## config.mk

```make
export PLATFORM = sky130hd
export DESIGN_NAME = pmu_i2c_target
export DESIGN_NICKNAME = d
export VERILOG_FILES = /design/src/rtl/pmu_i2c_target.sv
export SDC_FILE = /design/constraint.sdc
export NUM_CORES = 1
export LEC_CHECK = 0
export BUFFER_PORTS_ARGS = -buffer_cell sky130_fd_sc_hd__buf_2
export CAP_MARGIN = 0
export CORE_MARGIN = 1.5
export CORE_UTILIZATION = 65
export CTS_BUF_LIST = sky130_fd_sc_hd__clkbuf_8
export CTS_CLUSTER_SIZE = 12
export DETAILED_ROUTE_END_ITERATION = 7
export PLACE_DENSITY_LB_ADDON = 0.08
export SLEW_MARGIN = 10
export SYNTH_ARGS = -nofsm -noshare
export SYNTH_HDL_FRONTEND = slang
export SYNTH_SLANG_ARGS = --single-unit
```

## constraint.sdc

```tcl
create_clock -name clk -period 3.4 [get_ports clk]
set_input_delay 0 -clock clk [delete_from_list [all_inputs] [get_ports clk]]
set_output_delay 0 -clock clk [all_outputs]
set_load 0.05 [all_outputs]
```

## src/rtl/pmu_i2c_target.sv

```systemverilog
// I2C target modelling the PMU register file: START/STOP decode, 7-bit address match,
// subaddress pointer, byte writes/reads. Optional PMU_I2C_TARGET_GLITCH_FILTER_EN adds a 3-sample filter.
module pmu_i2c_target #(
  parameter logic [6:0] DEV_ADDR      = 7'h34,
  parameter int         REG_ADDR_BITS = 6
) (
  input  logic                     clk,
  input  logic                     reset,
  input  logic                     scl_in,
  input  logic                     sda_in,
  output logic                     sda_oe,
  input  logic                     force_nak,
  input  logic                     host_we,
  input  logic [REG_ADDR_BITS-1:0] host_addr,
  input  logic [7:0]               host_wdata,
  output logic                     reg_wr,
  output logic [7:0]               reg_addr,
  output logic [7:0]               reg_wdata,
  output logic                     busy
);

  localparam int DEPTH = 1 << REG_ADDR_BITS;

  typedef enum logic [3:0] {
    IDLE, ADDR, ADDR_ACK, SUB, SUB_ACK, WDATA, WDATA_ACK, RDATA, RDATA_ACK, IGNORE
  } state_e;

  logic sclS1_q, sclS2_q, sdaS1_q, sdaS2_q;
  logic sScl, sSda;
  logic sclPrev_q, sdaPrev_q;

  always_ff @(posedge clk) begin
    if (reset) begin
      sclS1_q <= 1'b1;
      sclS2_q <= 1'b1;
      sdaS1_q <= 1'b1;
      sdaS2_q <= 1'b1;
    end else begin
      sclS1_q <= scl_in;
      sclS2_q <= sclS1_q;
      sdaS1_q <= sda_in;
      sdaS2_q <= sdaS1_q;
    end
  end

`ifdef PMU_I2C_TARGET_GLITCH_FILTER_EN
  // A line's filtered value follows the synchronizer only once three consecutive samples agree.
  logic [1:0] sclHist_q, sdaHist_q;
  logic       sclHold_q, sdaHold_q;
  logic       sclStable, sdaStable;

  assign sclStable = (sclS2_q == sclHist_q[0]) && (sclS2_q == sclHist_q[1]);
  assign sdaStable = (sdaS2_q == sdaHist_q[0]) && (sdaS2_q == sdaHist_q[1]);
  assign sScl      = sclStable ? sclS2_q : sclHold_q;
  assign sSda      = sdaStable ? sdaS2_q : sdaHold_q;

  always_ff @(posedge clk) begin
    if (reset) begin
      sclHist_q <= 2'b11;
      sdaHist_q <= 2'b11;
      sclHold_q <= 1'b1;
      sdaHold_q <= 1'b1;
    end else begin
      sclHist_q <= {sclHist_q[0], sclS2_q};
      sdaHist_q <= {sdaHist_q[0], sdaS2_q};
      sclHold_q <= sScl;
      sdaHold_q <= sSda;
    end
  end
`else
  assign sScl = sclS2_q;
  assign sSda = sdaS2_q;
`endif

  always_ff @(posedge clk) begin
    if (reset) begin
      sclPrev_q <= 1'b1;
      sdaPrev_q <= 1'b1;
    end else begin
      sclPrev_q <= sScl;
      sdaPrev_q <= sSda;
    end
  end

  logic sclRise, sclFall, startDet, stopDet;
  assign sclRise  = sScl & ~sclPrev_q;
  assign sclFall  = ~sScl & sclPrev_q;
  assign startDet = sScl & sclPrev_q & sdaPrev_q & ~sSda;
  assign stopDet  = sScl & sclPrev_q & ~sdaPrev_q & sSda;

  state_e     state_q;
  logic [2:0] bitCnt_q;
  logic [7:0] shift_q;
  logic [7:0] ptr_q;
  logic       ackPhase_q;
  logic       loadPend_q;
  logic       rw_q;
  logic       sdaOe_q;
  logic       busy_q;
  logic       regWr_q;
  logic [7:0] regAddr_q;
  logic [7:0] regWdata_q;
  logic [7:0] regs_q [DEPTH];

  logic [7:0] rxByte;
  logic       ptrInRange;
  logic [7:0] rdByte;
  logic       byteDone;
  logic       i2cWe;

  assign rxByte     = {shift_q[6:0], sSda};
  assign ptrInRange = ({1'b0, ptr_q} < 9'(DEPTH));
  assign rdByte     = ptrInRange ? regs_q[ptr_q[REG_ADDR_BITS-1:0]] : 8'hFF;
  assign byteDone   = sclRise && (bitCnt_q == 3'd7);
  assign i2cWe      = (state_q == WDATA) && byteDone && ptrInRange && !startDet && !stopDet;

  // Host preload and I2C write share the array; the I2C write is last so it wins on a collision.
  always_ff @(posedge clk) begin
    if (reset) begin
      for (int i = 0; i < DEPTH; i++) regs_q[i] <= 8'h00;
    end else begin
      if (host_we) regs_q[host_addr] <= host_wdata;
      if (i2cWe)   regs_q[ptr_q[REG_ADDR_BITS-1:0]] <= rxByte;
    end
  end

  // ACK states drive SDA low between the two falling edges that bracket the ninth clock.
  always_ff @(posedge clk) begin
    if (reset) begin
      state_q    <= IDLE;
      bitCnt_q   <= 3'd0;
      shift_q    <= 8'h00;
      ptr_q      <= 8'h00;
      ackPhase_q <= 1'b0;
      loadPend_q <= 1'b0;
      rw_q       <= 1'b0;
      sdaOe_q    <= 1'b0;
      busy_q     <= 1'b0;
      regWr_q    <= 1'b0;
      regAddr_q  <= 8'h00;
      regWdata_q <= 8'h00;
    end else begin
      regWr_q <= 1'b0;
      if (startDet || stopDet) begin
        state_q    <= startDet ? ADDR : IDLE;
        bitCnt_q   <= 3'd0;
        sdaOe_q    <= 1'b0;
        busy_q     <= 1'b0;
        ackPhase_q <= 1'b0;
        loadPend_q <= 1'b0;
      end else begin
        case (state_q)
          ADDR, SUB, WDATA: begin
            if (sclRise) begin
              shift_q  <= rxByte;
              bitCnt_q <= bitCnt_q + 3'd1;
            end
            if (byteDone) begin
              ackPhase_q <= 1'b0;
              if (state_q == ADDR) begin
                if (rxByte[7:1] == DEV_ADDR && !force_nak) begin
                  state_q <= ADDR_ACK;
                  busy_q  <= 1'b1;
                  rw_q    <= rxByte[0];
                end else begin
                  state_q <= IGNORE;
                end
              end else if (state_q == SUB) begin
                ptr_q   <= rxByte;
                state_q <= SUB_ACK;
              end else begin
                regWr_q    <= 1'b1;
                regAddr_q  <= ptr_q;
                regWdata_q <= rxByte;
                ptr_q      <= ptr_q + 8'd1;
                state_q    <= WDATA_ACK;
              end
            end
          end
          ADDR_ACK, SUB_ACK, WDATA_ACK: begin
            if (sclFall) begin
              if (!ackPhase_q) begin
                sdaOe_q    <= 1'b1;
                ackPhase_q <= 1'b1;
              end else begin
                sdaOe_q    <= 1'b0;
                ackPhase_q <= 1'b0;
                if (state_q == ADDR_ACK && rw_q) begin
                  state_q <= RDATA;
                  shift_q <= rdByte;
                  sdaOe_q <= ~rdByte[7];
                end else if (state_q == ADDR_ACK) begin
                  state_q <= SUB;
                end else begin
                  state_q <= WDATA;
                end
              end
            end
          end
          RDATA: begin
            if (sclFall) begin
              if (loadPend_q) begin
                shift_q    <= rdByte;
                sdaOe_q    <= ~rdByte[7];
                loadPend_q <= 1'b0;
              end else begin
                shift_q <= {shift_q[6:0], 1'b1};
                sdaOe_q <= ~shift_q[6];
              end
            end
            if (sclRise) begin
              bitCnt_q <= bitCnt_q + 3'd1;
              if (bitCnt_q == 3'd7) begin
                state_q    <= RDATA_ACK;
                ackPhase_q <= 1'b0;
              end
            end
          end
          RDATA_ACK: begin
            if (sclFall && !ackPhase_q) begin
              sdaOe_q    <= 1'b0;
              ackPhase_q <= 1'b1;
            end else if (sclRise && ackPhase_q) begin
              ackPhase_q <= 1'b0;
              if (!sSda) begin
                ptr_q      <= ptr_q + 8'd1;
                loadPend_q <= 1'b1;
                state_q    <= RDATA;
              end else begin
                state_q <= IGNORE;
              end
            end
          end
          default: begin
            state_q <= state_q;
          end
        endcase
      end
    end
  end

  assign sda_oe    = sdaOe_q;
  assign busy      = busy_q;
  assign reg_wr    = regWr_q;
  assign reg_addr  = regAddr_q;
  assign reg_wdata = regWdata_q;

endmodule

```

# Word-level counts from Yosys, hierarchy flattened
# Memories as Yosys holds them, arrays and structs flattened. A register that Yosys moved wholly into a read port is not among the register bits.
# Cells that the tools add are included.
[word_totals]
ff_bits = 50
ramBits = 512
input_bits = 20
out_inout_bits = 19
word_cells = 176
memories = 1
[classes]
addsub = 2
n_lt_le_gt_ge = 1
n_eq_ne = 31
n_mux = 68
bitwise_logic = 18
n_reduce_logical = 37
[mem_list]
columns = ["name", "words", "word_bits", "read_ports", "rd_ports_with_merged_regs", "write_ports", "line", "rtl"]
rows = [
  ["regs_q", 64, 8, 1, 1, 64, "103", "logic [7:0] regs_q [DEPTH];"],
]
[ops]
columns = ["operator", "n"]
rows = [
  ["$mux 8", 9],
  ["$mux 4", 11],
  ["$mux 7", 6],
  ["$mux 1", 29],
  ["$ne 2x2->1 const B", 13],
  ["$mux 6", 4],
  ["$ne 3x3->1 const B", 8],
  ["$pmux 7 s3", 1],
  ["$eq 4x3->1 const B", 4],
  ["$pmux 4 s4", 1],
  ["$pmux 8 s2", 1],
  ["$reduce_or 8->1", 2],
  ["$reduce_and 5->1", 3],
  ["$reduce_and 7->1", 2],
  ["$not 1->1", 11],
  ["$logic_and 1x1->1", 9],
  ["$add 8x1->8 const B", 1],
  ["$eq 4x2->1 const B", 2],
  ["$lt 8x7->1 const B", 1],
  ["$reduce_and 4->1", 2],
  ["$reduce_and 8->1", 1],
  ["$and 1x1->1", 7],
  ["$eq 7x6->1 const B", 1],
  ["$mux 3", 2],
  ["other kinds (20)", 26],
]

# Logic depth before layout (Yosys ltp)
[depth]
word_depth = 12
ltp_mapped = 11

# Worst setup path after synthesis
# Ideal clock, no wire load.
[synth_timing]
kind = "register -> register"
start = "register bitCnt_q[0]"
end = "memory regs_q[40][0], enable pin"
setup_ns = 0.329
arrival_time_ns = 2.270
setup_slack_ns = 0.802
stages_incl_launch_ff = 11
path_buffers = 4
cell_sequence = "dfxtp_1 -> ha_1 -> ha_1 -> clkbuf_1 -> nand3_2 -> or2_1 -> buf_2 -> or3_1 -> buf_2 -> buf_6 -> nand2_1"
[synth_lines]
columns = ["element", "line", "rtl"]
rows = [
  ["start, declared", "92", "logic [2:0] bitCnt_q;"],
  ["start signal, assigned", "156", "bitCnt_q <= bitCnt_q + 3'd1;"],
  ["start signal, assigned", "212", "bitCnt_q <= bitCnt_q + 3'd1;"],
  ["end, declared", "103", ""],
]

==> out/results.env <==
WORST_R2R_PATH_DEPTH=8
CLOCKPOWERSHARE_PCT=39.4
PATH_CLK_SLEW_NS=0.06
GRT.MET3_USAGE_PCT=16.9
GRT_MAX_DEGREE=65
WORSTHOLDPATHTYPE='input pin to register'
MAXSLEWHEADROOM_PCT=18.1
YS_ASYNC_SR_FRACTION_PCT=0
POST_ROUTE_ANT_NETS=0
R2R_SLACK_NS=0.45
GRT_PASS1_VIAS=24491
GRT_ANTENNA_BEFORE_REPAIR=4
SYNTHESIS.INSTANCES=3044
SYNTHADDERAREAFRAC_PCT=0.123
FINAL_MIN_PERIOD_OVER_CLOCK_PERIOD_PCT=86.9
FP.DIEAREA_UM2=48200
TIMING.CRITICAL_PATH.SLOWEST_CELL_DELAY_NS=0.73
GRT_PASS1_WL_UM=160000
CTS_TREE='built'
WORSTREG2REGEND='shift_q[1]'
PEAK_SUPPLY_DROP_V=0.000562
TIMING.HOLD.WORST_PATH_DEPTH=3
SYNTH-COMPOUND-AREA-SHARE_PCT=12.2
P_PER_AREA_nW_PER_UM2=434
UNREPAIRED_SETUP_ENDPOINTS_AFTER_GLOBAL_ROUTING='no'
SYN_NETS=3067
TOTAL_LEAKAGE_POWER_nW=10.6
POWER.NET_SWITCHING_mW=3.60
ROUTE.DETAILED.WL_PER_INST_UM=29.3
NUMBER_OF_H_TREE_LEVELS=3
LAYOUT_NET_COUNT=3126
DRV_CAP=0
YOSYSSEQAREASHARE_PCT=54.1
CLOCK_TREE.ROOT_CELL='clkbuf_8'
USE_MET1_PCT=59.9
GRT_BUSIEST_LAYER='met2'
POSTCTSSETUPREPAIRBUFS=0
MAXSLEWVIOLCOUNT=0
SYNTH_TOP_FAMILY_BY_AREA='simple AND/OR/NAND/NOR gates'
WORSTSKEWPAIRLATENCY_NS=0.72
HOLD_SLACK_NS=0.0511
SETUP.WORST_PATH.END_CLASS='register'
PLACE_HPWL_UM=69100
TOP_LEVEL_PORTS=39
CRITPATHARRIVALTIME_NS=3.51
MUX_CONTRIBUTION_TO_SYNTHESIZED_AREA_PCT=11.1
GROUTE.LAYER.MET2.USAGE_PCT=66.2
SYNTHXORXNORAREAFRAC_PCT=0.0575
SETUP.WORST_PATH.START_CLASS='register'
LAYOUT-DRIVE-GT1-SHARE_PCT=15.6
SYN_AVG_CELL_AREA_UM2=10.0
WORST_PATH_MAX_DELAY_CELL='dfxtp_4'
GRT_UTIL_ALL_LAYERS_PCT=46.5
TOTALWIRELENGTH_UM=111000
SYNTH_SIMPLE_GATE_AREA_SHARE_PCT=18.2
P_INT_mW=11.0
SYNTH_EDF_COUNT=512
SETUP_VIOL_COUNT_FINAL=0
FMAXACHIEVABLE_GHz=0.338
GLOBAL_ROUTE.OVERFLOW_TOTAL=0
FRACTION_OF_POWER_CONSUMED_BY_COMBINATIONAL_CELLS_PCT=5.2
LAYOUT.FILLER_CELLS=3291
CHIPWIDTH_UM=220
NETLIST-CELL-TYPE-COUNT=70
ROUTABILITYCONGESTION=1.02
WORST_PATH_CLASS_SETUP='register to register'
YS.WARNINGS.COUNT=0
SYN2LAYOUT_AREA_GROWTH_PCT=10.4
CTSLONGESTPATHBUFFERS=3
CRITICAL_PATH_RT_NS=3.96
REPORT.FINAL.HOLD_VIOL_COUNT=0
MULTI_INPUT_LOGIC_AREA_UM2=12700
DRT_ITER0_DRC=3859
HOLD_PATH.STARTPOINT='host_wdata[6]'
MIN_PERIOD_NS=2.95
SETUP_TNS_NS=0
MAX_SLEW.WORST_PIN.SLEW_NS=1.23
DRT_PASS1_ITERATIONS=8
DIE_Y_UM=220
SHARE_OF_POWER_BURNED_IN_REGISTERS_PCT=55.4
POSTSYNTHREGISTERBITS=568
DRC_ERRORS=0
FLOORPLAN.INITIALDENSITY_PCT=65.6
WORSTPATHMAXFANOUT=30
SYNTH.CELL_AREA_UM2=30500
SEQ_AREA_UM2=16500
AVGVIACOUNTPERCELL=7.00
TIMING.CLOCK.SKEW_NS=0.0222
CLOCK_SINKS=568
HOLD_ENDPOINT='regs_q[35][6]'
PATH_CELLS='buf_12, mux2_2, o21ai_0, a21oi_1, nor4_1, buf_4, a2111o_1, a311oi_1'
STATUS='complete, no violations'
CTS_MADE_BUFFERS=94
ROUTED-VIA-COUNT=26456
SWITCHING_SHARE_PCT=24.6
YS.FLOP_TYPE='edfxtp_1'
IO_BUFFER_COUNT=38
FLOORPLAN.ROWS=79
PLACEABLECOREAREA_UM2=46500
-- cell usage in the layout, fill, tap and decap left out, types with 22 or more instances in the layout --
cell	netlist	layout
or3_1	52	52
o21ai_1	37	37
nor3_1	38	36
edfxtp_1	512	512
dfxtp_1	56	45
mux2i_1	122	122
a22oi_1	32	32
mux4_2	92	92
clkinv_1	2	22
nor2_1	150	150
inv_1	12	40
buf_4	11	192
o21ai_0	505	505
nand3_1	227	227
buf_2	39	35
clkbuf_8	0	101
a21oi_1	44	44
nand2_1	706	706
-- stage by stage --
stage               worst slack [ns]  std cells  util (%)  area (um2)  total power, mW
detailed placement             0.571       3606      68.6       31900             8.92
global route                   0.411       3780      72.5       33700             14.9
finish                         0.446       3781      72.5       33700             14.6
global placement               0.610       3606      68.6       31900             8.90
floorplan                      0.802       3044         -       30500             8.53
CTS                            0.556       3780      72.5       33700             14.5
-- per-layer routing --
layer / vias to the layer above / wire (um) / share of wire [%]
met2: 2454 / 46100 / 42
met1: 12204 / 36900 / 33
met4: 2 / 8800 / 7.9
li1: 11204 / - / -
met5: - / 11 / 0.0099
met3: 592 / 19200 / 17
-- cell type report --
type | count | share of cell area [%]
Antenna cell | 1 | 0.00743
Clock buffer | 101 | 4.13
Clock inverter | 65 | 0.955
Inverter | 15 | 0.167
Multi-Input combinational cell | 2179 | 37.8
Sequential cell | 568 | 49.1
Tap cell | 607 | 2.26
Timing Repair Buffer | 245 | 5.63
-- logic make-up (layout without fill, tap and decap cells) --
logic type	after synthesis	count (layout)
AND/OR/NAND/NOR	1267	1267
AO/OA/AOI/OAI	685	685
flip-flops	568	568
buffers and inverters	297	426
multiplexers	222	222
adder cells (fa/ha/maj)	3	3
XOR/XNOR	2	2
other	0	1
-- critical path: cells and delay by family (launching register included) --
family | cells | cell delay (ns)
mux | 1 | 0.39
compound gates | 4 | 0.56
simple gates | 1 | 0.53
buf+inv | 2 | 0.55
flops | 1 | 0.73
-- flip-flops by register name (all words and copies together) (netlist names), 3 cells and up, named ones only --
signal,cells
regs_q,512
shift_q,7
state_q,4
reg_wdata,8
bitCnt_q,3
reg_addr,8
ptr_q,8
-- worst max-delay path by stage --
stage / slack, ns / start / end
2_1_floorplan: 0.80 / bitCnt_q[0] / regs_q[40][0]
3_3_place_gp: 0.61 / register / shift_q[0]
3_5_place_dp: 0.57 / register / shift_q[1]
4_1_cts: 0.56 / register / shift_q[1]
5_1_grt: 0.41 / register / shift_q[1]
6_report: 0.45 / register / shift_q[1]
-- cells in the mapped netlist, types with 38 or more instances --
cell type / instances / area share [%]
a21oi_1: 44 / 0.72
buf_2: 39 / 0.64
clkbuf_1: 205 / 2.5
dfxtp_1: 56 / 3.7
edfxtp_1: 512 / 50
mux2i_1: 122 / 4.0
mux4_2: 92 / 6.8
nand2_1: 706 / 8.7
nand3_1: 227 / 3.7
nor2_1: 150 / 1.8
nor3_1: 38 / 0.62
o21ai_0: 505 / 8.3
or3_1: 52 / 1.1
-- power by group through the flow --
| stage | Clock [mW] | Sequential [mW] | Combinational [mW] |
|---|---|---|---|
| 3_3_place_gp | 0 | 8.21 | 0.694 |
| 4_1_cts | 5.70 | 8.08 | 0.714 |
| 5_1_grt | 6.01 | 8.09 | 0.757 |
| 6_report | 5.75 | 8.09 | 0.756 |
| 2_1_floorplan | 0 | 8.11 | 0.415 |
| 3_5_place_dp | 0 | 8.21 | 0.705 |
-- timing repair --
item                      in CTS  in global routing
hold endpoints to repair      47                  0
hold buffers                   8                  0
gates resized for setup        0                  0
No activity file was read; power rests on OpenSTA's default activity.
